**config.mk**
```make
export PLATFORM = sky130hd
export DESIGN_NAME = truth_table_scanner
export DESIGN_NICKNAME = d
export VERILOG_FILES = /design/src/rtl/truth_table_scanner_pkg.sv /design/src/rtl/truth_table_scanner.sv
export SDC_FILE = /design/constraint.sdc
export NUM_CORES = 1
export LEC_CHECK = 0
export ABC_AREA = 1
export BUFFER_PORTS_ARGS = -buffer_cell sky130_fd_sc_hd__buf_4
export CELL_PAD_IN_SITES_DETAIL_PLACEMENT = 0
export CELL_PAD_IN_SITES_GLOBAL_PLACEMENT = 2
export CORE_AREA = 4 4 101 103
export DETAILED_ROUTE_END_ITERATION = 12
export DIE_AREA = 0 0 105 107
export GPL_ROUTABILITY_DRIVEN = 0
export PLACE_DENSITY = 0.79
export SLEW_MARGIN = 0
export SYNTH_ARGS = -nofsm -noshare
export SYNTH_HDL_FRONTEND = slang
export SYNTH_SLANG_ARGS = --single-unit
export TNS_END_PERCENT = 5
```
**constraint.sdc**
```tcl
create_clock -name clk -period 1.85 [get_ports clk]
set_clock_uncertainty 0.2 [all_clocks]
set_input_delay 0.2775 -clock clk [delete_from_list [all_inputs] [get_ports clk]]
set_output_delay 0.2775 -clock clk [all_outputs]
set_load 0.03 [all_outputs]
```
**src/rtl/truth_table_scanner_pkg.sv**
```systemverilog
// Shared definitions for the truth-table scanner.
//   - state_t      : FSM state encoding (IDLE, RUN, DONE)
//   - DEF_N_IN     : default evaluator input count
//   - DEF_SETTLE   : default settle time in cycles
//   - MAXTERM4_TT  : golden table of (~c|d)&(c|~d)&(b|c|d), bit i = vector i
package truth_table_scanner_pkg;

  typedef enum logic [1:0] {
    IDLE = 2'd0,
    RUN  = 2'd1,
    DONE = 2'd2
  } state_t;

  localparam int DEF_N_IN   = 4;
  localparam int DEF_SETTLE = 1;

  localparam logic [15:0] MAXTERM4_TT = 16'h9898;

endpackage

```
**src/rtl/truth_table_scanner.sv**
```systemverilog
// Sweeps every input vector of an external combinational evaluator, holds
// each for SETTLE cycles, samples the 1-bit result, builds the truth table
// and compares it against an expected table latched at start.
// Ports:
//   clk, rst_n     : clock, asynchronous active-low reset
//   start          : begin a sweep (IDLE only)
//   abort          : cancel a sweep (RUN only)
//   expected       : expected table, latched at accepted start
//   vec_out        : vector driven to the evaluator
//   eval_in        : evaluator result for vec_out
//   busy           : high in RUN or DONE
//   done           : one-cycle completion pulse
//   table_out      : captured results, bit i = vector i
//   match          : table_out equals latched expected (valid from done)
//   mismatch_count : number of differing bits, 0..T
//   first_fail     : lowest failing vector index, 0 if none
module truth_table_scanner
  import truth_table_scanner_pkg::*;
#(
  parameter int N_IN   = DEF_N_IN,
  parameter int SETTLE = DEF_SETTLE
) (
  input  logic                  clk,
  input  logic                  rst_n,
  input  logic                  start,
  input  logic                  abort,
  input  logic [(2**N_IN)-1:0]  expected,
  output logic [N_IN-1:0]       vec_out,
  input  logic                  eval_in,
  output logic                  busy,
  output logic                  done,
  output logic [(2**N_IN)-1:0]  table_out,
  output logic                  match,
  output logic [N_IN:0]         mismatch_count,
  output logic [N_IN-1:0]       first_fail
);

  localparam int T  = 2**N_IN;
  localparam int CW = (SETTLE > 1) ? $clog2(SETTLE) : 1;
  localparam logic [CW-1:0]   LAST_WAIT = CW'(SETTLE - 1);
  // Completion is detected on the last index, never on counter overflow.
  localparam logic [N_IN-1:0] LAST_IDX  = '1;

  state_t          state;
  logic [CW-1:0]   wait_cnt;
  logic [T-1:0]    exp_q;
  logic            sample_fail;

  // vec_out doubles as the sweep index.
  assign sample_fail = (eval_in != exp_q[vec_out]);

  always_ff @(posedge clk or negedge rst_n) begin
    if (!rst_n) begin
      state          <= IDLE;
      wait_cnt       <= '0;
      exp_q          <= '0;
      vec_out        <= '0;
      busy           <= 1'b0;
      done           <= 1'b0;
      table_out      <= '0;
      match          <= 1'b0;
      mismatch_count <= '0;
      first_fail     <= '0;
    end else begin
      // NOTE: non-blocking assignments throughout, so every read below sees
      // the value from before this edge regardless of statement order.
      done <= 1'b0;
      case (state)
        IDLE: begin
          if (start) begin
            state          <= RUN;
            busy           <= 1'b1;
            vec_out        <= '0;
            wait_cnt       <= '0;
            exp_q          <= expected;
            table_out      <= '0;
            match          <= 1'b0;
            mismatch_count <= '0;
            first_fail     <= '0;
          end
        end

        RUN: begin
          if (abort) begin
            // Abort wins over a sample on the same edge; partial results stay.
            state <= IDLE;
            busy  <= 1'b0;
            match <= 1'b0;
          end else if (wait_cnt == LAST_WAIT) begin
            table_out[vec_out] <= eval_in;
            if (sample_fail) begin
              mismatch_count <= mismatch_count + 1'b1;
              if (mismatch_count == '0) first_fail <= vec_out;
            end
            if (vec_out == LAST_IDX) begin
              state <= DONE;
              done  <= 1'b1;
              // Include the final sample, whose count update lands this edge.
              match <= (mismatch_count == '0) && !sample_fail;
            end else begin
              vec_out  <= vec_out + 1'b1;
              wait_cnt <= '0;
            end
          end else begin
            wait_cnt <= wait_cnt + 1'b1;
          end
        end

        DONE: begin
          state <= IDLE;
          busy  <= 1'b0;
        end

        default: begin
          state <= IDLE;
          busy  <= 1'b0;
        end
      endcase
    end
  end

endmodule
```
== Yosys cells after proc, flatten, opt, wreduce, memory -nomap -nowiden ==
Cells that the tools add are included.
Cells by class
  multiplexer cells: 44
  shifts and indexed selects: 0
  $add $sub $neg: 3
  $mul: 0
  eq/ne operators: 12
  magnitude comparators: 2
  div/mod/pow operators: 0
  reductions and logical operators: 15
  bitwise operators: 0
Operators by type and width (count)
  $mux W16: 3
  $mux W4: 8
  $pmux W16 S2: 1
  $mux W5: 4
  $bwmux W16: 1
  $pmux W4 S2: 2
  $mux W1: 14
  $ne A2 B2 Y1 const B: 7
  $pmux W5 S2: 1
  $reduce_and A5 Y1: 2
  $mux W2: 4
  $reduce_and A4 Y1: 2
  $ne A3 B3 Y1 const B: 2
  $pmux W1 S2: 3
  $reduce_and A3 Y1: 2
  $reduce_and A6 Y1: 1
  $add A5 B1 Y5 const B: 1
  $logic_not A5 Y1: 1
  $lt A4 B5 Y1 const B: 1
  $add A4 B1 Y4 const B: 1
  $bmux W1 S4: 1
  $demux W1 S4: 1
  $eq A4 B4 Y1 const B: 1
  $ge A4 B1 Y1 const B: 1
  other kinds (9): 11
Word-level totals
  flip-flop bits (word level): 51
  input bits: 21
  memory bits (writable): 0
  logic and storage cells: 86
  bits in read-only memories: 0
  memories kept: 0
  bits in latches: 0

== Logic depth before layout (Yosys ltp) ==
Gate-level depths: netlist of the first run.
  depth after elaboration: 9
  gate-level depth with buffers: 15
  mapped depth without buffers: 12

== Least setup slack after synthesis of the first run ==
Ideal clock, no wire load.
  kind: register to register
  start: register vec_out[0]
  end: register first_fail[0]
  buffers on the path: 3
  data required time: 1.532 ns
  data arrival time: 1.646 ns
  slack: -0.114 ns
  library setup time: 0.118 ns
  stages on the path, launching flop included: 16
  cells stage by stage: dfrtp_1 -> buf_6 -> inv_6 -> buf_12 -> nand2_2 -> nand3_1 -> nand2_1 -> nand2_1 -> nand2_1 -> nor2_1 -> nand2_2 -> nand3_2 -> buf_6 -> nand2_4 -> nand2_1 -> nand2_1
On the way
  cells in the longest elaborated chain, start to end: 5
  elaborated cells between the ends (all ways): 10
  those cells by class: 2 x eq/ne; 7 x mux; 1 x reduce/logical
Ends and longest elaborated chain
  from (decl): RTL line truth_table_scanner.sv:28  | output logic [N_IN-1:0] vec_out,
  from (signal assigned): RTL line truth_table_scanner.sv:101  | vec_out <= vec_out + 1'b1;
  $bmux W1 S4 / $mux W4 (equally long branches): RTL line truth_table_scanner.sv:50, truth_table_scanner.sv:93
  $mux W1 (not written as such) / $mux W4 (equally long branches): RTL line truth_table_scanner.sv:50, truth_table_scanner.sv:91
  $ne A1 B1 Y1 / $mux W4 (equally long branches): RTL line truth_table_scanner.sv:50, truth_table_scanner.sv:89
  $ne A2 B2 Y1 (no source line) / $mux W4 (equally long branches)
  $reduce_and A6 Y1 (no source line) / $pmux W4 S2 (equally long branches)
  to (signal assigned): RTL line truth_table_scanner.sv:93  | if (mismatch_count == '0) first_fail <= vec_out;
  to (decl): RTL line truth_table_scanner.sv:35  | output logic [N_IN-1:0] first_fail
Parallel ways exist; a longest one is shown, timed or not. The select of a mux whose other input is x is not followed.
A chain may end at the register's enable or synchronous reset.

== Final worst setup path of the first run ==
Ends and elaborated chain as after synthesis.

==> impl_metrics.py, run 1 <==
metrics = {
    "status": {
        "status": "finished, final reports clean",
    },
    "cts": {
        "cts.clk_slew.worst_paths_ns": 0.10,
        "clock_latency_ns": 0.31,
        "h-tree-depth": 2,
        "clockRootBuffer": "clkbuf_8",
        "cts.path.max_buffers": 2,
        "cts_num_sinks": 50,
        "cts_buffers": 5,
        "cts_tree": "built",
    },
    "global_route": {
        "first_global_vias": 2393,
        "gr-total-overflow": 0,
        "grt_antenna_before_repair": 0,
        "track_usage": 0.1277,
        "grt_pass1_wl_um": 11570,
        "grt_max_degree": 51,
    },
    "setup_path": {
        "r2r_slack_ns": 0.04,
        "r2r-start": "vec_out[0]$_DFFE_PN0P_",
        "worst_r2r_endpoint": "first_fail[0]$_DFFE_PN0P_",
        "worst_setup_path_end_kind": "flop",
        "cp-start-kind": "flop",
        "crit_arrival_ns": 1.81,
        "r2r_cells": 10,
        "path_max_fanout": 6,
        "path_class": "flop to flop",
        "worstPathRequired_ns": 1.85,
    },
    "sta": {
        "finalSetupTns_ns": 0,
        "finalHoldViolations": 0,
        "worst_hold_slack_ns": 0.1304,
        "max-slew-margin-rel": 0.5714,
        "min_period_ns": 1.809,
        "drv_slew": 0,
        "fmax_mhz": 552.8,
        "timing.final.ws_setup_ns": 0.04106,
        "min_period_over_period": 0.9778,
        "tightest_slew_ns": 0.6429,
        "rsz0062_at_grt": "yes",
        "setup_viol": 0,
    },
    "floorplanning": {
        "dieArea_sq_um": 11240,
        "start_util": 0.2781,
        "rows": 35,
        "die_w_um": 105,
        "ios": 53,
        "coreArea_sq_um": 9196,
        "die_h_um": 107,
    },
    "synth": {
        "synth_warnings": 0,
        "synth_fp_nets": 344,
        "synth_area_leader_cell": "dfrtp_1",
        "syn_inst": 317,
        "async_flop_share": 1.000,
        "synth_commonest_cells": "98 x nand2_1, 50 x dfrtp_1, 38 x inv_1, 38 x o21ai_0, 20 x nand3_1",
        "syn_area_sq_um": 2557,
        "ys_seq_area_frac": 0.4892,
        "ys_types": 28,
        "synth_edf_count": 0,
        "ys.flop_type": "dfrtp_1",
        "synth.area.top_cells": "dfrtp_1 49%, nand2_1 14%, o21ai_0 7.4%",
        "avgSynthCellArea_sq_um": 8.068,
        "yosysMostFrequentCell": "nand2_1",
        "synth_top_area_share": 0.4892,
        "ys_seq_elements": 50,
    },
    "drt": {
        "firstDrtPassIters": 4,
        "num_vias": 2385,
        "detail_route.wl_per_cell_um": 13.18,
        "drc": 0,
        "drt_iter0_markers": 143,
        "routed_wl_um": 6931,
        "ant_nets": 0,
        "viasPerCell": 4.534,
    },
    "layout": {
        "fin_cells": 526,
        "fin_util": 0.3935,
        "area.growth.synth_to_final_pct": 41.49,
        "drive_gt1_frac": 0.2843,
        "n_antenna_cell": 0,
        "nNetsFinal": 441,
    },
    "power": {
        "combPwrFrac": 0.478,
        "pwr-share-seq": 0.340,
        "p_switching_uw": 1771,
        "p_int_uw": 2485,
        "clkPwrFrac": 0.182,
        "p_per_area_nw_per_um2": 1176,
        "leakage_uw": 0.001817,
        "ir_worst_vdd_mv": 0.6034,
        "p_sw_frac": 0.4162,
    },
    "placement": {
        "place_ws_ns": -0.1343,
        "hpwl_um": 4791,
        "placedCellCount": 494,
        "placement.io_buffers": 52,
    },
    "flow_run": {
        "drv_cap": 0,
    },
    "worst_hold_path": {
        "min_to": "table_out[3]$_DFFE_PN0P_",
        "hp-start": "eval_in",
        "hold_depth": 3,
        "hp-class": "input pin to flop",
    },
}
cells by family after synthesis:
logic type                 count (synthesis)  synth area share
and+or+nand+nor                          147            0.2466
adders and majority gates                  6           0.02935
AOI/OAI and AO/OA                         62            0.1409
DFF                                       50            0.4892
xor gates and xnor gates                   1          0.003425
buffers and inverters                     51           0.09051
through the flow:
step,power (uW),area [sq um]
floorplan,2622,2562
global placement,3257,3203
detailed placement,3262,3203
CTS,4220,3565
global route,4577,3618
finish,4256,3618
final cells by class:
cell class / instances / area, sq um
tap: 111 / 138.9
sequential: 50 / 1255
fill: 945 / 5578
timing repair buffer: 99 / 803.3
multi-input combinational: 218 / 1160
inverter: 40 / 155.1
clock inverter: 1 / 30.03
clock buffer: 7 / 76.32
cells in the final DEF (no fill, tap or decap), types with 8 or more instances in the layout:
master,instances
o31ai_1,11
inv_1,36
dlygate4sd3_1,18
buf_4,77
nand2_1,93
dfrtp_1,47
nand3_1,20
nand2_2,8
nor2_1,15
o21ai_0,38
power by group through the flow:
stage | sequential [uW] | clock (uW) | combinational [uW]
after floorplan | 1660 | 0 | 959
after global placement | 1470 | 0 | 1790
after detailed placement | 1470 | 0 | 1790
after CTS | 1440 | 794 | 1980
after global routing | 1470 | 843 | 2260
final | 1450 | 774 | 2040
layer usage:
metal  vias to the layer above  track usage  share of wire
met1                      1109       0.1702           0.47
met3                         5      0.02950          0.051
met5                         -            0              0
met2                        53       0.2090           0.47
li1                       1218            -              -
met4                         0      0.03374         0.0082
registers in the layout (all words and copies together) (netlist names):
signal,count
state,2
table_out,16
first_fail,4
mismatch_count,5
exp_q,16
vec_out,4
done,1
match,1
busy,1
worst max-delay path, stage by stage (launching register included):
cell and delay [ns]:
dfrtp_2 0.48, buf_6 0.15, nand2_1 0.05, nand3_1 0.07
nand2_1 0.05, nand2_1 0.07, nand2_2 0.08, o21bai_4 0.22
nand3_4 0.16, nand3_1 0.12, nand2_2 0.06
worst max path at each step:
stage / depth (start not counted) / from / endpoint / slack (ns)
floorplan: 15 / vec_out[0]$_DFFE_PN0P_ / first_fail[0]$_DFFE_PN0P_ / -0.05
global placement: 11 / vec_out[0]$_DFFE_PN0P_ / mismatch_count[4]$_DFFE_PN0P_ / -0.07
detailed placement: 11 / vec_out[0]$_DFFE_PN0P_ / mismatch_count[2]$_DFFE_PN0P_ / -0.13
CTS: 12 / vec_out[0]$_DFFE_PN0P_ / mismatch_count[2]$_DFFE_PN0P_ / -0.002
global route: 8 / state[0]$_DFFE_PN0P_ / table_out[12]$_DFFE_PN0P_ / -0.10
finish: 10 / vec_out[0]$_DFFE_PN0P_ / first_fail[0]$_DFFE_PN0P_ / 0.04
repair_timing:
item | CTS | global route
hold buffers | 18 | 0
pin swaps | 3 | 3
hold endpoints to repair | 67 | 0
cloned | 2 | 0
resized for setup | 8 | 14
buffers inserted | 3 | 1
setup endpoints to repair | 11 | 29
Power figures use the tool's default switching activity.
==> run 2, diff against run 1 <==
--- a/config.mk
+++ b/config.mk
@@ -13,7 +13,7 @@
 export DETAILED_ROUTE_END_ITERATION = 12
 export DIE_AREA = 0 0 105 107
 export GPL_ROUTABILITY_DRIVEN = 0
-export PLACE_DENSITY = 0.79
+export PLACE_DENSITY_LB_ADDON = 0.2
 export SLEW_MARGIN = 0
 export SYNTH_ARGS = -nofsm -noshare
 export SYNTH_HDL_FRONTEND = slang
==> run 2 against run 1 <==
Against the previous run: first-iteration DRC count is 42% lower; total power is 6.1% higher; die area stayed put; worst setup slack worse by 0.011 ns; cell count is 2.3% higher; clock power is 2% lower; wire length is 3.2% higher; clock-buffer cell count is 1 higher; sequential power hardly changed; global-route usage is 0.59 points higher; critical endpoint is now first_fail[3]$_DFFE_PN0P_.
==> impl_metrics.py, run 2 (same netlist as run 1, synthesis figures left out) <==
metrics = {
    "layout": {
        "top_regs": "exp_q (16), table_out (16), mismatch_count (5)",
        "final_cell_mix": "89 x buf_4, 81 x nand2_1, 47 x dfrtp_1, 36 x inv_1, 35 x o21ai_0",
        "nNetsFinal": 453,
        "area.growth.synth_to_final_pct": 49.66,
        "final_area_sq_um": 3827,
        "layout_commonest_cell": "buf_4",
        "fin_cells": 538,
        "n_antenna_cell": 0,
        "nFillCells": 958,
        "drive_gt1_frac": 0.3536,
    },
    "setup_path": {
        "r2r-start": "vec_out[0]$_DFFE_PN0P_",
        "r2r_cells": 12,
        "worst_r2r_endpoint": "first_fail[3]$_DFFE_PN0P_",
        "cp-start-kind": "flop",
        "r2r_slack_ns": 0.03,
        "crit_arrival_ns": 1.87,
        "path_class": "flop to flop",
        "worst_setup_path_end_kind": "flop",
        "path_max_fanout": 7,
        "worstPathRequired_ns": 1.90,
        "critPathLaunch": "vec_out[0]$_DFFE_PN0P_",
        "crit_end": "first_fail[3]$_DFFE_PN0P_",
    },
    "cts": {
        "h-tree-depth": 2,
        "cts_tree": "built",
        "cts.path.max_buffers": 2,
        "clockRootBuffer": "clkbuf_8",
        "cts_buffers": 5,
        "cts_num_sinks": 50,
        "cts.clk_slew.worst_paths_ns": 0.09,
        "clock_latency_ns": 0.30,
    },
    "floorplanning": {
        "ios": 53,
        "rows": 35,
        "dieArea_sq_um": 11240,
        "start_util": 0.2781,
        "die_h_um": 107,
        "coreArea_sq_um": 9196,
        "die_w_um": 105,
    },
    "sta": {
        "finalSetupTns_ns": 0,
        "rsz0062_at_grt": "yes",
        "drv_slew": 0,
        "fmax_mhz": 549.4,
        "finalHoldViolations": 0,
        "min_period_ns": 1.820,
        "tightest_slew_ns": 0.6525,
        "max-slew-margin-rel": 0.5650,
        "setup_viol": 0,
        "min_period_over_period": 0.9838,
    },
    "flow_run": {
        "drv_cap": 0,
    },
    "drt": {
        "ant_nets": 0,
        "highest_layer": "met4",
        "viasPerCell": 4.407,
        "wl_met3_um": 265,
        "wl_met2_um": 3321,
        "firstDrtPassIters": 4,
        "num_vias": 2371,
        "drc": 0,
        "route.layer.met1.wl_um": 3478,
        "routed_wl_um": 7154,
        "drt_iter0_markers": 83,
        "detail_route.wl_per_cell_um": 13.30,
    },
    "global_route": {
        "track_usage": 0.1336,
        "grt_pass1_wl_um": 12120,
        "first_global_vias": 2363,
        "grt_max_degree": 51,
        "gr-total-overflow": 0,
        "grt_antenna_before_repair": 0,
    },
    "power": {
        "ir_worst_vdd_mv": 0.4450,
        "leakage_uw": 0.001913,
        "p_per_area_nw_per_um2": 1180,
    },
    "placement": {
        "placedCellCount": 500,
        "place_area_sq_um": 3248,
        "hpwl_um": 4981,
        "placement.io_buffers": 52,
    },
    "status": {
        "status": "finished, final reports clean",
    },
    "worst_hold_path": {
        "hp-class": "input pin to flop",
    },
}
run 2: cell types whose count changed in the layout (fill, tap and decap cells not counted), sizes merged:
cell,delta
nand3,-1
buf,+12
clkbuf,+1
inv,-1
clkinv,+2
bufinv,-1
run 2: how the worst min path moves through the flow:
stage	startpoint	to	slack (ns)	cells after the start
final	eval_in	table_out[11]$_DFFE_PN0P_	0.23	4
after global routing	eval_in	table_out[12]$_DFFE_PN0P_	0.24	4
after CTS	eval_in	table_out[12]$_DFFE_PN0P_	0.21	3
after detailed placement	rst_n	table_out[1]$_DFFE_PN0P_	0.17	1
after global placement	rst_n	table_out[8]$_DFFE_PN0P_	0.16	1
after floorplan	rst_n	busy$_DFFE_PN0P_	-0.22	0
run 2: layout make-up:
type | instances | area (sq um) | share of cell area
inverters | 40 | 162.7 | 0.04250
well taps | 111 | 138.9 | 0.03629
repair inverters | 1 | 16.27 | 0.004250
repair buffers | 111 | 913.4 | 0.2386
multi-input cells | 217 | 1231 | 0.3217
flip-flops and latches | 50 | 1255 | 0.3279
clock buffers | 8 | 110.1 | 0.02877
run 2: power by group:
group          switching, uW  internal, uW
registers                127          1290
logic                   1400           941
clock network            381           379
run 2: metrics by stage:
step | hold slack, ns | utilization | power (uW) | setup WS (ns)
floorplan | -0.2181 | - | 2622 | -0.04519
global placement | 0.1580 | 0.3532 | 3346 | -0.1163
detailed placement | 0.1652 | 0.3532 | 3355 | -0.1338
CTS | 0.2081 | 0.3909 | 4278 | -0.02679
global route | 0.2413 | 0.4162 | 4873 | -0.07553
finish | 0.2311 | 0.4162 | 4518 | 0.02999
run 2: per-layer routing:
metal / vias to the layer above / track usage
met5: - / 0
met4: 0 / 0.03374
met3: 7 / 0.02709
met2: 53 / 0.2200
met1: 1074 / 0.1797
li1: 1237 / -
run 2: worst max-delay path, stage by stage, from the launching register on:
cell      delay, ns
dfrtp_2        0.43
buf_12         0.16
clkinv_8       0.06
nand2_2        0.04
nand3_2        0.05
nand2_2        0.05
nand2_1        0.06
nand2_2        0.08
o21bai_4       0.21
nand3_4        0.17
nand2_4        0.13
nand2_1        0.06
nand2_1        0.05
run 2: repair_timing:
item,CTS,global route
setup buffers,2,8
pin swaps,4,17
gates resized for setup,6,45
hold buffers,18,0
cloned,1,1
endpoints found under the setup margin,11,29
hold endpoints to repair,67,0
==> run 3, diff against run 2 <==
--- a/config.mk
+++ b/config.mk
@@ -5,13 +5,12 @@
 export SDC_FILE = /design/constraint.sdc
 export NUM_CORES = 1
 export LEC_CHECK = 0
-export ABC_AREA = 1
 export BUFFER_PORTS_ARGS = -buffer_cell sky130_fd_sc_hd__buf_4
 export CELL_PAD_IN_SITES_DETAIL_PLACEMENT = 0
 export CELL_PAD_IN_SITES_GLOBAL_PLACEMENT = 2
-export CORE_AREA = 4 4 101 103
+export CORE_AREA = 4 4 98 100
 export DETAILED_ROUTE_END_ITERATION = 12
-export DIE_AREA = 0 0 105 107
+export DIE_AREA = 0 0 102 104
 export GPL_ROUTABILITY_DRIVEN = 0
 export PLACE_DENSITY_LB_ADDON = 0.2
 export SLEW_MARGIN = 0
==> run 3 against run 2 <==
Against the previous run: the run now ends with setup timing left; sequential power is 14% higher; utilization is 1.2 points higher; critical path depth is 5 lower; worst setup slack worse by 0.39 ns; register-to-register slack worse by 0.39 ns; via count is 0.63% lower; critical path type unchanged; highest routed layer unchanged.
==> impl_metrics.py, run 3 <==
metrics = {
    "drt": {
        "ant_nets": 0,
        "viasPerCell": 4.779,
        "drc": 0,
        "num_vias": 2356,
        "firstDrtPassIters": 4,
        "detail_route.wl_per_cell_um": 15.06,
        "drt_iter0_markers": 75,
        "routed_wl_um": 7423,
    },
    "cts": {
        "clockRootBuffer": "clkbuf_8",
        "clock_latency_ns": 0.31,
        "cts.path.max_buffers": 2,
        "cts.clk_slew.worst_paths_ns": 0.10,
        "cts_buffers": 5,
        "h-tree-depth": 2,
        "cts_num_sinks": 50,
        "cts_tree": "built",
    },
    "sta": {
        "timing.final.ws_setup_ns": -0.3562,
        "finalHoldViolations": 0,
        "min_period_over_period": 1.193,
        "fmax_mhz": 453.3,
        "tightest_slew_ns": 0.4049,
        "setup_viol": 11,
        "worst_hold_slack_ns": 0.06116,
        "max-slew-margin-rel": 0.7301,
        "drv_slew": 0,
        "rsz0062_at_grt": "yes",
        "min_period_ns": 2.206,
        "finalSetupTns_ns": -2.146,
    },
    "global_route": {
        "grt_pass1_wl_um": 12520,
        "first_global_vias": 2451,
        "grt_antenna_before_repair": 0,
        "grt_max_degree": 28,
        "track_usage": 0.1481,
        "gr-total-overflow": 0,
    },
    "power": {
        "ir_worst_vdd_mv": 0.4927,
        "combPwrFrac": 0.524,
        "p_sw_frac": 0.4184,
        "leakage_uw": 0.001784,
        "p_per_area_nw_per_um2": 1303,
        "power_uw": 4846,
        "p_switching_uw": 2027,
        "clkPwrFrac": 0.141,
        "pwr-share-seq": 0.335,
        "p_int_uw": 2818,
    },
    "layout": {
        "multiInputGateArea_sq_um": 1304,
        "fin_cells": 493,
        "top_regs": "exp_q (16), table_out (16), mismatch_count (5)",
        "n_antenna_cell": 0,
        "area.growth.synth_to_final_pct": 43.92,
        "nFillCells": 904,
        "final-seq-area_sq_um": 1255,
        "nNetsFinal": 411,
        "layout_commonest_cell": "buf_4",
        "final_cell_mix": "88 x buf_4, 69 x nand2_1, 47 x dfrtp_1, 35 x o21ai_0, 19 x a21oi_1",
        "drive_gt1_frac": 0.3455,
    },
    "setup_path": {
        "critical-path-slowest-cell": "or4_4",
        "critPathLaunch": "vec_out[1]$_DFFE_PN0P_",
        "crit_arrival_ns": 2.21,
        "critPathMaxStageDelay_ns": 0.52,
        "cp_cell_sequence": "buf_6, mux2i_1, a22oi_2, a21o_1, and3_4, or4_4, o2bb2ai_2",
        "path_max_fanout": 4,
        "r2r-start": "vec_out[1]$_DFFE_PN0P_",
        "worstPathRequired_ns": 1.86,
        "cp-start-kind": "flop",
        "path_class": "flop to flop",
        "worst_setup_path_end_kind": "flop",
    },
    "synth": {
        "ys_types": 39,
        "synth.area.top_cells": "dfrtp_1 48%, nand2_1 10%, o21ai_0 6.8%",
        "synth_warnings": 0,
        "ys.flop_type": "dfrtp_1",
        "avgSynthCellArea_sq_um": 9.162,
        "ys_seq_area_frac": 0.4843,
        "synth_fp_nets": 309,
        "synth_top_area_share": 0.4843,
        "syn_inst": 282,
        "synth_area_leader_cell": "dfrtp_1",
        "syn_area_sq_um": 2584,
        "yosysMostFrequentCell": "nand2_1",
        "ys_seq_elements": 50,
        "async_flop_share": 1.000,
        "synth_edf_count": 0,
        "synth_commonest_cells": "69 x nand2_1, 50 x dfrtp_1, 35 x o21ai_0, 19 x a21oi_1, 13 x nand3_1",
    },
    "placement": {
        "placedCellCount": 465,
        "placement.io_buffers": 52,
        "place_ws_ns": -0.4011,
        "hpwl_um": 5553,
    },
    "floorplanning": {
        "die_h_um": 104,
        "coreArea_sq_um": 8678,
        "rows": 34,
        "start_util": 0.2977,
        "ios": 53,
        "die_w_um": 102,
        "dieArea_sq_um": 10610,
    },
    "flow_run": {
        "drv_cap": 0,
    },
    "worst_hold_path": {
        "hp-start": "abort",
        "hp-class": "input pin to flop",
    },
    "status": {
        "status": "complete, but fails checks",
        "failed_checks": "setup timing",
    },
}
[run 3: changes by cell type after synthesis, sizes merged, moves of 5 or more]
cell | previous run | this run
mux2i | 0 | 10
a21oi | 5 | 19
o21ai | 40 | 35
nand2b | 0 | 7
nand2 | 103 | 69
nand3 | 22 | 13
o2bb2ai | 0 | 5
nor2 | 17 | 6
inv | 40 | 9
o31ai | 15 | 0
[run 3: path summary, 6_finish.rpt]
path,cells past startpoint,slack (ns),end
setup / recovery,7,-0.36,first_fail[2]$_DFFE_PN0P_
hold / removal,3,0.06,state[1]$_DFFE_PN0P_
setup reg to reg,7,-0.36,first_fail[2]$_DFFE_PN0P_
hold reg to reg,2,0.29,exp_q[13]$_DFFE_PN0P_
max in group asynchronous,3,0.73,exp_q[7]$_DFFE_PN0P_
min in group asynchronous,2,0.23,vec_out[2]$_DFFE_PN0P_
[run 3: worst max-delay path, delay by kind of cell, from the launching register on]
family                 cells  cell delay, ns
AOI/OAI and AO/OA          3            0.48
buffers and inverters      1            0.14
muxes                      1            0.16
DFF                        1            0.45
and+or+nand+nor            2            0.68
[run 3: kinds of logic after synthesis]
| logic type | after synthesis | synth area share |
|---|---|---|
| flip-flops | 50 | 0.4843 |
| AO/OA/AOI/OAI | 74 | 0.1777 |
| XOR/XNOR | 1 | 0.003390 |
| multiplexers | 10 | 0.04165 |
| buffers and inverters | 24 | 0.04987 |
| AND/OR/NAND/NOR | 117 | 0.2141 |
| adder cells (fa/ha/maj) | 6 | 0.02905 |
[run 3: timing repair]
action,4_1_cts,5_1_grt
hold buffers,17,0
gates resized for setup,7,16
pin swaps,5,17
buffers inserted,3,0
setup endpoints to repair,12,37
hold endpoints to repair,41,0
[run 3: metal layers]
layer	global-route usage	vias up	wire length [um]
li1	-	1181	-
met1	0.2019	1126	3443
met2	0.2386	42	3578
met3	0.03018	7	309
met4	0.03655	0	91
met5	0	-	0
[run 3: per-stage QoR]
step	util	cell area [sq um]
after global routing	0.4285	3719
final	0.4285	3719
after CTS	0.4210	3654
after floorplan	-	2600
after detailed placement	0.3831	3324
after global placement	0.3831	3324
[run 3: layout make-up]
cell class                      count  share of cell area
Clock buffer                        6             0.02221
Inverter                            9            0.009085
Clock inverter                      2            0.003365
Sequential cell                    50              0.3375
Timing Repair Buffer              110              0.2409
Tap cell                          108             0.03634
Multi-Input combinational cell    208              0.3506
[run 3: power by group through the flow]
stage	Clock [uW]	Combinational, uW	Sequential, uW
floorplan	0	1250	1800
global placement	0	2270	1670
detailed placement	0	2280	1670
CTS	712	2480	1610
global route	762	2810	1670
finish	684	2540	1620
